===== config.mk =====
export PLATFORM = sky130hd
export DESIGN_NAME = conv_output_buffer
export DESIGN_NICKNAME = d
export VERILOG_FILES = /design/src/rtl/conv_output_buffer.sv
export SDC_FILE = /design/constraint.sdc
export NUM_CORES = 1
export LEC_CHECK = 0
export ABC_AREA = 0
export CAP_MARGIN = 20
export CORE_AREA = 8 8 185 187
export DETAILED_ROUTE_END_ITERATION = 8
export DIE_AREA = 0 0 193 195
export PLACE_DENSITY_LB_ADDON = 0.1
export SETUP_SLACK_MARGIN = 0.3
export SLEW_MARGIN = 10
export SYNTH_ARGS = -nofsm -noshare
export SYNTH_HDL_FRONTEND = slang
export SYNTH_SLANG_ARGS = --single-unit

===== constraint.sdc =====
create_clock -name clk -period 25.3 [get_ports clk]
set_input_delay 2.53 -clock clk [delete_from_list [all_inputs] [get_ports clk]]
set_output_delay 2.53 -clock clk [all_outputs]
set_load 0.02 [all_outputs]

===== src/rtl/conv_output_buffer.sv =====
// conv_output_buffer: tags convolution results with (row, col) and buffers them in a FWFT FIFO
// behind a valid/ready port. Define CONV_RELU_EN to clamp negative results to zero before storage.
module conv_output_buffer #(
    parameter int DATA_WIDTH  = 16,
    parameter int KERNEL_SIZE = 5,
    parameter int IMAGE_SIZE  = 28,
    parameter int FIFO_DEPTH  = 8,
    localparam int ACC_WIDTH  = 2 * DATA_WIDTH,
    localparam int OUT_SIZE   = IMAGE_SIZE - KERNEL_SIZE + 1,
    localparam int CW         = $clog2(OUT_SIZE)
) (
    input  logic                 clk,
    input  logic                 reset,
    input  logic                 enable,
    input  logic [ACC_WIDTH-1:0] conv_in,
    input  logic                 out_ready,
    output logic                 out_valid,
    output logic [ACC_WIDTH-1:0] out_data,
    output logic [CW-1:0]        out_row,
    output logic [CW-1:0]        out_col,
    output logic                 out_last,
    output logic                 frame_done,
    output logic                 overflow
);
    localparam int AW = $clog2(FIFO_DEPTH);
    localparam int PW = AW + 1;
    localparam int EW = ACC_WIDTH + 2 * CW + 1;

    logic [EW-1:0]        r_mem [FIFO_DEPTH];
    logic [PW-1:0]        r_wr_ptr, r_rd_ptr;
    logic [CW-1:0]        r_row, r_col;
    logic                 r_frame_done, r_overflow;
    logic                 w_full, w_empty, w_pop, w_push, w_col_end, w_row_end, w_last;
    logic [ACC_WIDTH-1:0] w_val;
    logic [EW-1:0]        w_head;

    assign w_full    = (r_wr_ptr ^ r_rd_ptr) == {1'b1, {AW{1'b0}}};
    assign w_empty   = r_wr_ptr == r_rd_ptr;
    assign w_pop     = !w_empty && out_ready;
    assign w_push    = enable && (!w_full || w_pop);
    assign w_col_end = r_col == CW'(OUT_SIZE - 1);
    assign w_row_end = r_row == CW'(OUT_SIZE - 1);
    assign w_last    = w_col_end && w_row_end;
`ifdef CONV_RELU_EN
    assign w_val = conv_in[ACC_WIDTH-1] ? '0 : conv_in;
`else
    assign w_val = conv_in;
`endif
    assign w_head = r_mem[r_rd_ptr[AW-1:0]];

    assign out_valid  = !w_empty;
    assign {out_data, out_row, out_col, out_last} = w_head;
    assign frame_done = r_frame_done;
    assign overflow   = r_overflow;

    // Storage is cleared on reset so the idle head reads as zero.
    always_ff @(posedge clk or posedge reset) begin
        if (reset) begin
            for (int i = 0; i < FIFO_DEPTH; i++) r_mem[i] <= '0;
        end else if (w_push) begin
            r_mem[r_wr_ptr[AW-1:0]] <= {w_val, r_row, r_col, w_last};
        end
    end

    always_ff @(posedge clk or posedge reset) begin
        if (reset) begin
            r_wr_ptr <= '0;
            r_rd_ptr <= '0;
        end else begin
            if (w_push) r_wr_ptr <= r_wr_ptr + 1'b1;
            if (w_pop)  r_rd_ptr <= r_rd_ptr + 1'b1;
        end
    end

    // Coordinates advance on every enable, even when the result is dropped.
    always_ff @(posedge clk or posedge reset) begin
        if (reset) begin
            r_row <= '0;
            r_col <= '0;
        end else if (enable) begin
            r_col <= w_col_end ? '0 : r_col + 1'b1;
            if (w_col_end) r_row <= w_row_end ? '0 : r_row + 1'b1;
        end
    end

    always_ff @(posedge clk or posedge reset) begin
        if (reset) begin
            r_frame_done <= 1'b0;
            r_overflow   <= 1'b0;
        end else begin
            r_frame_done <= enable && w_last;
            r_overflow   <= r_overflow || (enable && !w_push);
        end
    end
endmodule


Word level (Yosys, flattened, before mapping)
Index checks and enable logic that the tools add are counted.

operators by class
  add/subtract/negate cells = 4
  order comparisons = 3
  equality and inequality tests = 4
  muxes and demuxes = 8
  bitwise gates (word level) = 3
  reduce and logical (&&, ||, !) cells = 12

operators by type and width
  cell                                                number
  bitwise mux 344 bit                                 1
  binary-select mux 43 bit (select 3 bit)             1
  demux 43 bit (select 3 bit)                         1
  2-to-1 mux 43 bit                                   3
  adder 5 x 1 -> 5 bit, second input constant         2
  == test 5 bit, second input constant                2
  2-to-1 mux 5 bit                                    2
  adder 4 x 1 -> 4 bit, second input constant         2
  >= comparator 4 bit, second input constant          2
  NOT 3 -> 4 bit                                      2
  logical AND 1 bit                                   6
  == test 4 bit                                       1
  == test 4 bit, second input constant                1
  < comparator 4 x 1 -> 1 bit, second input constant  1
  bitwise XOR 4 bit                                   1
  zero test 1 bit                                     3
  logical OR 1 bit                                    2
  AND reduction 2 bit                                 1

word-level totals
  flip-flop bits (word level) = 364
  input port bits = 36
  output and inout port bits = 46
  logic and storage cells = 48

Longest topological paths before layout
Gate-level depths: netlist of the first run.

  word-level depth = 8
  gate-level depth with buffers = 7
  mapped depth without buffers = 5

Worst setup path before layout of the first run
No wires, ideal clock.

  kind = register to output
  start point = register r_rd_ptr[0]
  end point = output out_data[23]
  data arrival time = 1.791 ns
  required time = 22.770 ns
  slack = 20.979 ns
  stages on the path, launching flop included = 6
  path buffers = 3
  cell sequence = dfrtp_1 buf_2 buf_2 clkbuf_1 mux4_2 mux2_2

on the way
  cells in the longest elaborated chain, start to end = 4

ends and longest elaborated chain
  what                                                   line  source
  start: declaration                                     30    logic [PW-1:0] r_wr_ptr, r_rd_ptr;
  start signal: assignment                               71    if (w_pop) r_rd_ptr <= r_rd_ptr + 1'b1;
  NOT 3 -> 4 bit (not written as such)                   49    assign w_head = r_mem[r_rd_ptr[AW-1:0]];
  binary-select mux 43 bit (select 3 bit)                49
  2-to-1 mux 43 bit (not written as such) (2 in series)  49
  end: declaration                                       18    output logic [ACC_WIDTH-1:0] out_data,

No other way between the ends. The select of a mux whose other input is x is not followed.

Worst setup path in the final report of the first run
  start point = register r_rd_ptr[0]
  end point = output out_data[29]

The elaborated chain is that of the path after synthesis.

==> results of run 1 <==
-- routing by layer --
layer | wire length, um | part of all wire [%] | vias to the layer above | track usage (%)
met1 | 15900 | 46 | 4687 | 26.6
met5 | 0 | 0 | - | 0
met4 | 499 | 1.5 | 0 | 3.96
met2 | 16600 | 48 | 111 | 30.6
met3 | 1240 | 3.6 | 45 | 2.98
li1 | - | - | 3823 | -
-- worst paths after layout --
kind                                    startpoint                endpoint  slack (ns)  depth (start not counted)
hold / removal                  overflow$_DFF_PP0_      overflow$_DFF_PP0_        0.47                          1
setup / recovery           r_rd_ptr[0]$_DFFE_PP0P_            out_data[29]       18.92                          4
setup reg to reg           r_rd_ptr[0]$_DFFE_PP0P_  r_mem[257]$_DFFE_PP0P_       22.12                          5
hold reg to reg                 overflow$_DFF_PP0_      overflow$_DFF_PP0_        0.47                          1
min in group asynchronous                    reset   r_mem[59]$_DFFE_PP0P_        2.51                          2
max in group asynchronous                    reset  r_mem[215]$_DFFE_PP0P_       19.86                          6
-- flip-flops by register name (all words and copies together), names as in the netlist --
register,count
r_wr_ptr,4
r_rd_ptr,4
r_mem,344
r_row,5
overflow,1
frame_done,1
r_col,5
-- power by group through the flow --
stage / Combinational (mW) / Sequential (mW) / Clock, mW
finish: 1.11 / 1.02 / 0.569
global route: 1.18 / 1.06 / 0.609
CTS: 1.13 / 1.02 / 0.587
detailed placement: 1.12 / 1.02 / 0
global placement: 1.11 / 1.02 / 0
floorplan: 0.902 / 0.932 / 0
-- synthesized netlist by cell type, types with 6 or more instances --
library cell,n,share of area (%)
buf_12,8,0.94
buf_2,12,0.35
mux2_2,294,20
dfrtp_1,364,54
nand2_1,16,0.35
mux4_2,86,11
clkbuf_1,17,0.38
xnor2_1,8,0.41
mux2_1,17,1.1
mux2_4,80,7.1
buf_6,25,1.7
buf_1,6,0.13
-- final cells by class --
| type | instances | area [sq um] | share of cell area [%] |
|---|---|---|---|
| multi-input combinational | 553 | 7240 | 37.8 |
| tap | 402 | 503 | 2.63 |
| timing repair buffer | 97 | 951 | 4.97 |
| clock inverter | 9 | 78.8 | 0.412 |
| clock buffer | 61 | 1220 | 6.38 |
| sequential | 364 | 9120 | 47.6 |
| inverter | 4 | 22.5 | 0.118 |
-- worst max-delay path, delay by kind of cell (launching register included) --
kind | cells | cell delay, ns
buf+inv | 2 | 1.35
flops | 1 | 1.04
mux | 2 | 0.88
-- kinds of logic after synthesis --
logic type | after synthesis | share of synthesized area, %
flops | 364 | 53.7
fa+ha+maj | 4 | 0.295
mux | 478 | 39.2
buf+inv | 76 | 3.73
compound gates | 20 | 1.11
xor+xnor | 12 | 0.664
simple gates | 39 | 1.28
-- through the flow --
stage / setup slack (ns) / cell area [sq um]
floorplan: 12.67 / 17000
global placement: 18.79 / 17800
detailed placement: 18.76 / 17800
CTS: 18.77 / 19100
global route: 18.63 / 19100
finish: 18.92 / 19100
==> run_results.csv, run 1 <==
group,metric,value,unit
route,ant_nets,0,
pwr,pwr-share-seq,37.8,%
timing,finalCriticalPeriod,6.38,ns
yosys,synth_seq_cells,364,
timing,hold_viol,0,
pwr,vdd_ir_drop_max,0.000100,V
critical_path,critical_path_class,"reg -> out",
hold_path,hp-class,"reg -> reg",
route,drc,0,
yosys,syn_inst,993,
timing,fin_skew,0.0215,ns
global_route,grt_pass1_vias,9580,
clock_network,clkTransAtPathRegs,0.06,ns
global_route,grt_pass1_wl,55.7,mm
yosys,synth_nets,1033,
final_layout,syn_to_final_growth,12.8,%
clock_network,postCtsSetupRepairBufs,0,
critical_path,slowest_stage,"dfrtp_4",
run_status,outcome,"finished clean",
floorplanning,row_count,65,
timing,worst_slew_pin_slew,1.05,ns
yosys,synth_warnings,0,
timing,setup_tns,0,ns
final_layout,fillers,2348,
floorplanning,die_area,37600,sq um
yosys,postSynthAreaPerCell,17.1,sq um
timing,finalSetupViolCount,0,
floorplanning,core,31200,sq um
timing,rsz0062_at_grt,"no",
floorplanning,die_h,195,um
global_route,grt_usage,18.8,%
yosys,synth-main-ff-cell,"dfrtp_1",
clock_network,cts_buffer_depth,3,
route,avgRoutedWirePerCell,23.0,um
yosys,ys_types,41,
critical_path,path_max_fanout,47,
route,vias,8666,
final_layout,finalNonFillerCells,1490,
pwr,p_switching,0.835,mW
yosys,synth_edf_count,0,
floorplanning,pin_count,82,
timing,slew_headroom,30.1,%
final_layout,final_nets,1101,
clock_network,clk-insertion-delay-late,0.52,ns
floorplanning,start_util,54.3,%
place,dpl.hpwl,17.7,mm
critical_path,endpoint_kind,"output port",
pwr,power.leakage,8.17,nW
clock_network,hold_buffers,0,
timing,whs,0.470,ns
pwr,intPower,1.86,mW
pwr,swShare,31.0,%
critical_path,critPathRequiredTime,22.77,ns
final_layout,insertedDiodeCount,0,
place,gp_congestion,0.680,
timing,max_freq,0.157,GHz
final_layout,fin_util,61.3,%
place,io_buffers,81,
timing,final_max_slew_viol_count,0,
route,drt_wl_total,34.2,mm
clock_network,tritoncts,"built",
yosys,syn-cell-area,17000,sq um
final_layout,final_common_cell,"dfrtp_1",
pwr,power,2.69,mW
critical_path,slowest_delay,1.04,ns
place,place_inst,1419,
floorplanning,die_x,193,um
global_route,antenna_found_initial,0,
timing,fin_crit_sh,25.2,%
yosys,synthArstFlopShare,100,%
clock_network,htreeDepth,2,
clock_network,clock-sinks,364,
critical_path,crit_chain,"buf_4 > mux4_2 > mux2_2 > clkdlybuf4s50_1",
pwr,combPwrFrac,41.1,%
global_route,grt_start_max_net_pins,100,
clock_network,cts-resized-gates,0,
route,drt_iter0_markers,388,
clock_network,cts_root_buffer,"clkbuf_16",
yosys,ys_seq_area_share,53.7,%
final_layout,final_cell_mix,"361 x dfrtp_1, 294 x mux2_2, 86 x mux4_2",
final_layout,drive_gt1_share,51.1,%
critical_path,worst_setup_path_start_kind,"flip-flop",
route,firstDrtPassIters,4,
global_route,grt_overflow,0,
pwr,clock_power_share,21.1,%
pwr,powerDensity,141,nW/um^2
critical_path,crit_arrival,3.85,ns
route,vias_per_cell,5.82,
run,cap_violations,0,
clock_network,numCtsBuffers,41,
(Power assumes the default switching activity.)
==> run 2: changes to the inputs <==
==> constraint.sdc (replaced) <==
create_clock -name clk -period 6.7 [get_ports clk]
set_input_delay 0.67 -clock clk [delete_from_list [all_inputs] [get_ports clk]]
set_output_delay 0.67 -clock clk [all_outputs]
set_load 0.02 [all_outputs]
==> run_results.csv, run 2 (synthesis results as in run 1) <==
group,metric,value,unit
timing,fin_skew,0.0227,ns
pwr,power.leakage,8.17,nW
clock_network,htreeDepth,2,
pwr,powerDensity,532,nW/um^2
critical_path,timing.rr.start,"r_rd_ptr[0]$_DFFE_PP0P_",
final_layout,drive_gt1_share,50.9,%
global_route,grt_pass1_wl,57.0,mm
critical_path,worst_setup_path_start_kind,"flip-flop",
final_layout,final_nets,1100,
place,dpl.hpwl,18.8,mm
floorplanning,row_count,65,
global_route,grt_busiest_layer,"met2",
global_route,use_met3,2.90,%
critical_path,path_max_fanout,50,
clock_network,cts_root_buffer,"clkbuf_16",
critical_path,endpoint_kind,"output port",
timing,setup_tns,0,ns
timing,final_max_slew_viol_count,0,
floorplanning,die_area,37600,sq um
timing,slew_headroom,31.7,%
timing,finalSetupViolCount,0,
clock_network,tritoncts,"built",
timing,rsz0062_at_grt,"no",
route,ant_nets,0,
final_layout,final_common_cell,"dfrtp_1",
final_layout,insertedDiodeCount,0,
timing,worst_slew_pin_slew,1.02,ns
clock_network,cts_buffer_depth,3,
critical_path,critical_path_class,"reg -> out",
route,firstDrtPassIters,5,
route,vias_per_cell,5.87,
global_route,grt_usage,19.1,%
final_layout,finalNonFillerCells,1491,
floorplanning,core,31200,sq um
timing,hold_viol,0,
route,drt_wl_total,34.3,mm
timing,postLayoutSetupSlackWorst,2.39,ns
run_status,outcome,"finished clean",
route,vias,8745,
timing,fin_crit_sh,64.3,%
hold_path,hp-start,"overflow$_DFF_PP0_",
place,dpl_cell_area,17900,sq um
final_layout,regMostFlops,"r_mem",
place,io_buffers,81,
global_route,grt_pass1_vias,9743,
global_route,antenna_found_initial,0,
critical_path,cp-startpoint,"r_rd_ptr[0]$_DFFE_PP0P_",
final_layout,stdcell_area,19200,sq um
final_layout,fillers,2314,
floorplanning,start_util,54.3,%
clock_network,postCtsSetupRepairBufs,0,
final_layout,syn_to_final_growth,13.1,%
pwr,vdd_ir_drop_max,0.000313,V
global_route,grt_start_max_net_pins,164,
critical_path,crit_arrival,3.64,ns
floorplanning,pin_count,82,
floorplanning,die_h,195,um
timing,max_freq,0.232,GHz
route,avgRoutedWirePerCell,23.0,um
global_route,grt_overflow,0,
final_layout,largestRegisters,"r_mem x344, r_col x5, r_row x5",
timing,whs,0.466,ns
critical_path,critPathRequiredTime,6.03,ns
hold_path,min_path_cells,1,
clock_network,numCtsBuffers,40,
clock_network,clkTransAtPathRegs,0.06,ns
final_layout,final_cell_mix,"361 x dfrtp_1, 294 x mux2_2, 86 x mux4_2",
final_layout,fin_util,61.4,%
pwr,power,10.2,mW
place,gp_congestion,0.729,
timing,finalCriticalPeriod,4.31,ns
global_route,use_met2,30.1,%
final_layout,largest_reg_flops,344,
place,pre_cts_ws,2.86,ns
clock_network,clock-sinks,364,
global_route,met1_usage,27.5,%
place,place_inst,1420,
floorplanning,die_x,193,um
run,cap_violations,0,
route,drc,0,
clock_network,cts-resized-gates,0,
clock_network,hold_buffers,0,
route,drt_iter0_markers,423,
clock_network,clk-insertion-delay-late,0.52,ns
hold_path,hp-class,"reg -> reg",
critical_path,rr_worst_depth,5,
-- run 2: cell types whose count changed in the layout (fill, tap and decap cells not counted), moves of 2 or more --
cell / before / now
buf_4: 15 / 13
buf_12: 0 / 2
clkinv_2: 6 / 3
inv_8: 2 / 0
clkbuf_1: 8 / 11
-- run 2: area by class of cell --
| class | count | area (sq um) | share of cell area (%) |
|---|---|---|---|
| inverter | 4 | 18.8 | 0.0979 |
| clock inverter | 7 | 91.3 | 0.476 |
| tap | 402 | 503 | 2.62 |
| multi-input combinational | 553 | 7240 | 37.8 |
| clock buffer | 64 | 1230 | 6.43 |
| timing repair buffer | 97 | 976 | 5.09 |
| sequential | 364 | 9120 | 47.5 |
-- run 2: where the power goes --
| part | leakage [nW] | internal (mW) | switching [mW] |
|---|---|---|---|
| combinational | 3.04 | 2.55 | 1.62 |
| sequential | 4.49 | 3.17 | 0.686 |
| clock | 0.649 | 1.33 | 0.852 |
| total | 8.17 | 7.05 | 3.16 |
-- run 2: worst paths after layout --
kind,endpoint,slack (ns)
setup reg to reg,r_mem[111]$_DFFE_PP0P_,3.03
min in group asynchronous,r_mem[317]$_DFFE_PP0P_,0.70
hold / removal,overflow$_DFF_PP0_,0.47
hold reg to reg,overflow$_DFF_PP0_,0.47
max in group asynchronous,r_rd_ptr[1]$_DFFE_PP0P_,5.12
setup / recovery,out_data[3],2.39
-- run 2: worst max-delay path: stages, from the launching register on --
cell	delay, ns
dfrtp_4	1.07
buf_4	0.60
mux4_2	0.56
mux2_2	0.30
clkdlybuf4s50_1	0.55
-- run 2: per-layer routing --
| metal | routed length (um) | vias to the layer above |
|---|---|---|
| li1 | - | 3817 |
| met1 | 16400 | 4744 |
| met2 | 16000 | 138 |
| met3 | 1230 | 46 |
| met4 | 669 | 0 |
| met5 | 0 | - |
==> run 3: changes to the inputs <==
==> constraint.sdc (replaced) <==
create_clock -name clk -period 3.7 [get_ports clk]
set_input_delay 0.37 -clock clk [delete_from_list [all_inputs] [get_ports clk]]
set_output_delay 0.37 -clock clk [all_outputs]
set_load 0.02 [all_outputs]
==> run_results.csv, run 3 (synthesis results as in run 1) <==
group,metric,value,unit
clock_network,cts-resized-gates,0,
pwr,power,18.8,mW
global_route,grt_pass1_vias,9829,
pwr,clock_power_share,21.4,%
timing,whs,0.390,ns
route,vias_per_cell,5.75,
final_layout,largest_reg_flops,344,
timing,fin_skew,0.00874,ns
final_layout,fillers,2342,
global_route,antenna_found_initial,0,
pwr,power.leakage,8.38,nW
clock_network,tritoncts,"built",
timing,max_freq,0.311,GHz
final_layout,largestRegisters,"r_mem x344, r_col x5, r_row x5",
clock_network,htreeDepth,2,
critical_path,r2r_end,"r_mem[204]$_DFFE_PP0P_",
route,ant_nets,0,
floorplanning,die_h,195,um
critical_path,endpoint_kind,"output port",
global_route,grt_overflow,0,
timing,finalSetupViolCount,0,
final_layout,syn_to_final_growth,15.2,%
critical_path,critical_path_class,"reg -> out",
critical_path,path_max_fanout,15,
floorplanning,pin_count,82,
run_status,outcome,"finished clean",
pwr,swShare,30.8,%
global_route,grt_pass1_wl,57.4,mm
route,vias,8736,
clock_network,clk-insertion-delay-late,0.51,ns
final_layout,final_common_cell,"dfrtp_1",
final_layout,final_nets,1128,
place,dpl.hpwl,20.8,mm
final_layout,drive_gt1_share,52.5,%
pwr,powerDensity,963,nW/um^2
timing,finalCriticalPeriod,3.21,ns
critical_path,rr_worst_depth,5,
critical_path,timing.rr.start,"r_rd_ptr[1]$_DFFE_PP0P_",
timing,fin_crit_sh,86.9,%
timing,rsz0062_at_grt,"no",
place,io_buffers,81,
run,cap_violations,0,
global_route,grt_usage,19.4,%
route,drc,0,
critical_path,cp-startpoint,"r_rd_ptr[1]$_DFFE_PP0P_",
hold_path,hp-class,"in -> async",
place,gp_congestion,0.734,
critical_path,reg2reg_slack,1.03,ns
route,drt_iter0_markers,348,
floorplanning,core,31200,sq um
pwr,combPwrFrac,42.5,%
final_layout,final_cell_mix,"361 x dfrtp_1, 294 x mux2_2, 86 x mux4_2",
clock_network,numCtsBuffers,40,
final_layout,stdcell_area,19500,sq um
clock_network,cts_buffer_depth,3,
floorplanning,start_util,54.3,%
pwr,intPower,13.0,mW
timing,hold_viol,0,
critical_path,crit_arrival,2.84,ns
timing,worst_slew_pin_slew,0.890,ns
route,avgRoutedWirePerCell,23.0,um
pwr,p_switching,5.79,mW
floorplanning,die_x,193,um
final_layout,insertedDiodeCount,0,
global_route,grt_start_max_net_pins,82,
timing,final_max_slew_viol_count,0,
route,firstDrtPassIters,4,
route,drt_wl_total,34.9,mm
clock_network,clkTransAtPathRegs,0.05,ns
pwr,pwr-share-seq,36.0,%
clock_network,cts_root_buffer,"clkbuf_16",
floorplanning,die_area,37600,sq um
floorplanning,row_count,65,
critical_path,critPathRequiredTime,3.33,ns
clock_network,clock-sinks,364,
place,dpl_cell_area,18100,sq um
pwr,vdd_ir_drop_max,0.000515,V
final_layout,regMostFlops,"r_mem",
timing,slew_headroom,40.5,%
critical_path,worst_setup_path_start_kind,"flip-flop",
run 3: changes by cell type in the layout (fill, tap and decap cells not counted):
cell / previous run / this run
buf_4: 13 / 30
buf_12: 2 / 13
clkbuf_1: 11 / 6
clkinv_2: 3 / 7
buf_16: 1 / 0
buf_8: 0 / 1
bufinv_16: 2 / 3
clkbuf_8: 12 / 13
clkinvlp_4: 2 / 1
inv_6: 1 / 0
run 3: cell type report:
type | count | area [sq um] | share of cell area (%)
inverters | 4 | 18.8 | 0.0960
multi-input cells | 553 | 7240 | 37.0
repair buffers | 125 | 1310 | 6.71
well taps | 402 | 503 | 2.57
clock buffers | 60 | 1230 | 6.28
clock inverters | 10 | 125 | 0.640
flip-flops and latches | 364 | 9120 | 46.7
run 3: critical path: stages, from the launching register on:
cell and delay, ns:
dfrtp_4 0.66, buf_4 0.33, mux4_2 0.52, mux2_2 0.27, clkdlybuf4s50_1 0.54
run 3: routing by layer:
layer	up-vias	track usage [%]	share of wire, %
met4	0	4.84	1.8
met5	-	0	0
li1	3880	-	-
met1	4675	26.2	45
met3	48	3.06	3.5
met2	133	32.5	50
run 3: through the flow:
step           setup TNS (ns)  std cells  setup slack [ns]  utilization [%]
3_3_place_gp                0       1443             0.843             58.1
2_1_floorplan         -565.01        993             -1.55                -
3_5_place_dp                0       1443             0.778             58.1
6_report                    0       1518             0.486             62.6
4_1_cts                     0       1514             0.331             62.5
5_1_grt                     0       1518             0.375             62.6
run 3: worst max path at each step:
stage	to	slack (ns)	depth (start not counted)
6_report	out_data[9]	0.49	4
5_1_grt	out_data[12]	0.38	4
4_1_cts	out_row[2]	0.33	4
3_5_place_dp	r_mem[309]$_DFFE_PP0P_	0.78	5
3_3_place_gp	out_data[14]	0.84	4
2_1_floorplan	frame_done$_DFF_PP0_	-1.55	1
run 3: timing repair:
item,in CTS,in global routing
hold buffers,0,0
endpoints found under the hold margin,0,0
buffers inserted,1,4
endpoints found under the setup margin,6,1
cloned,0,0
run 3: power groups by stage:
stage	clock (mW)	sequential (mW)	combinational (mW)
4_1_cts	4.14	6.81	8.11
5_1_grt	4.30	7.03	8.54
6_report	4.03	6.78	8.01
3_5_place_dp	0	6.88	8.02
2_1_floorplan	0	6.38	6.17
3_3_place_gp	0	6.84	7.90
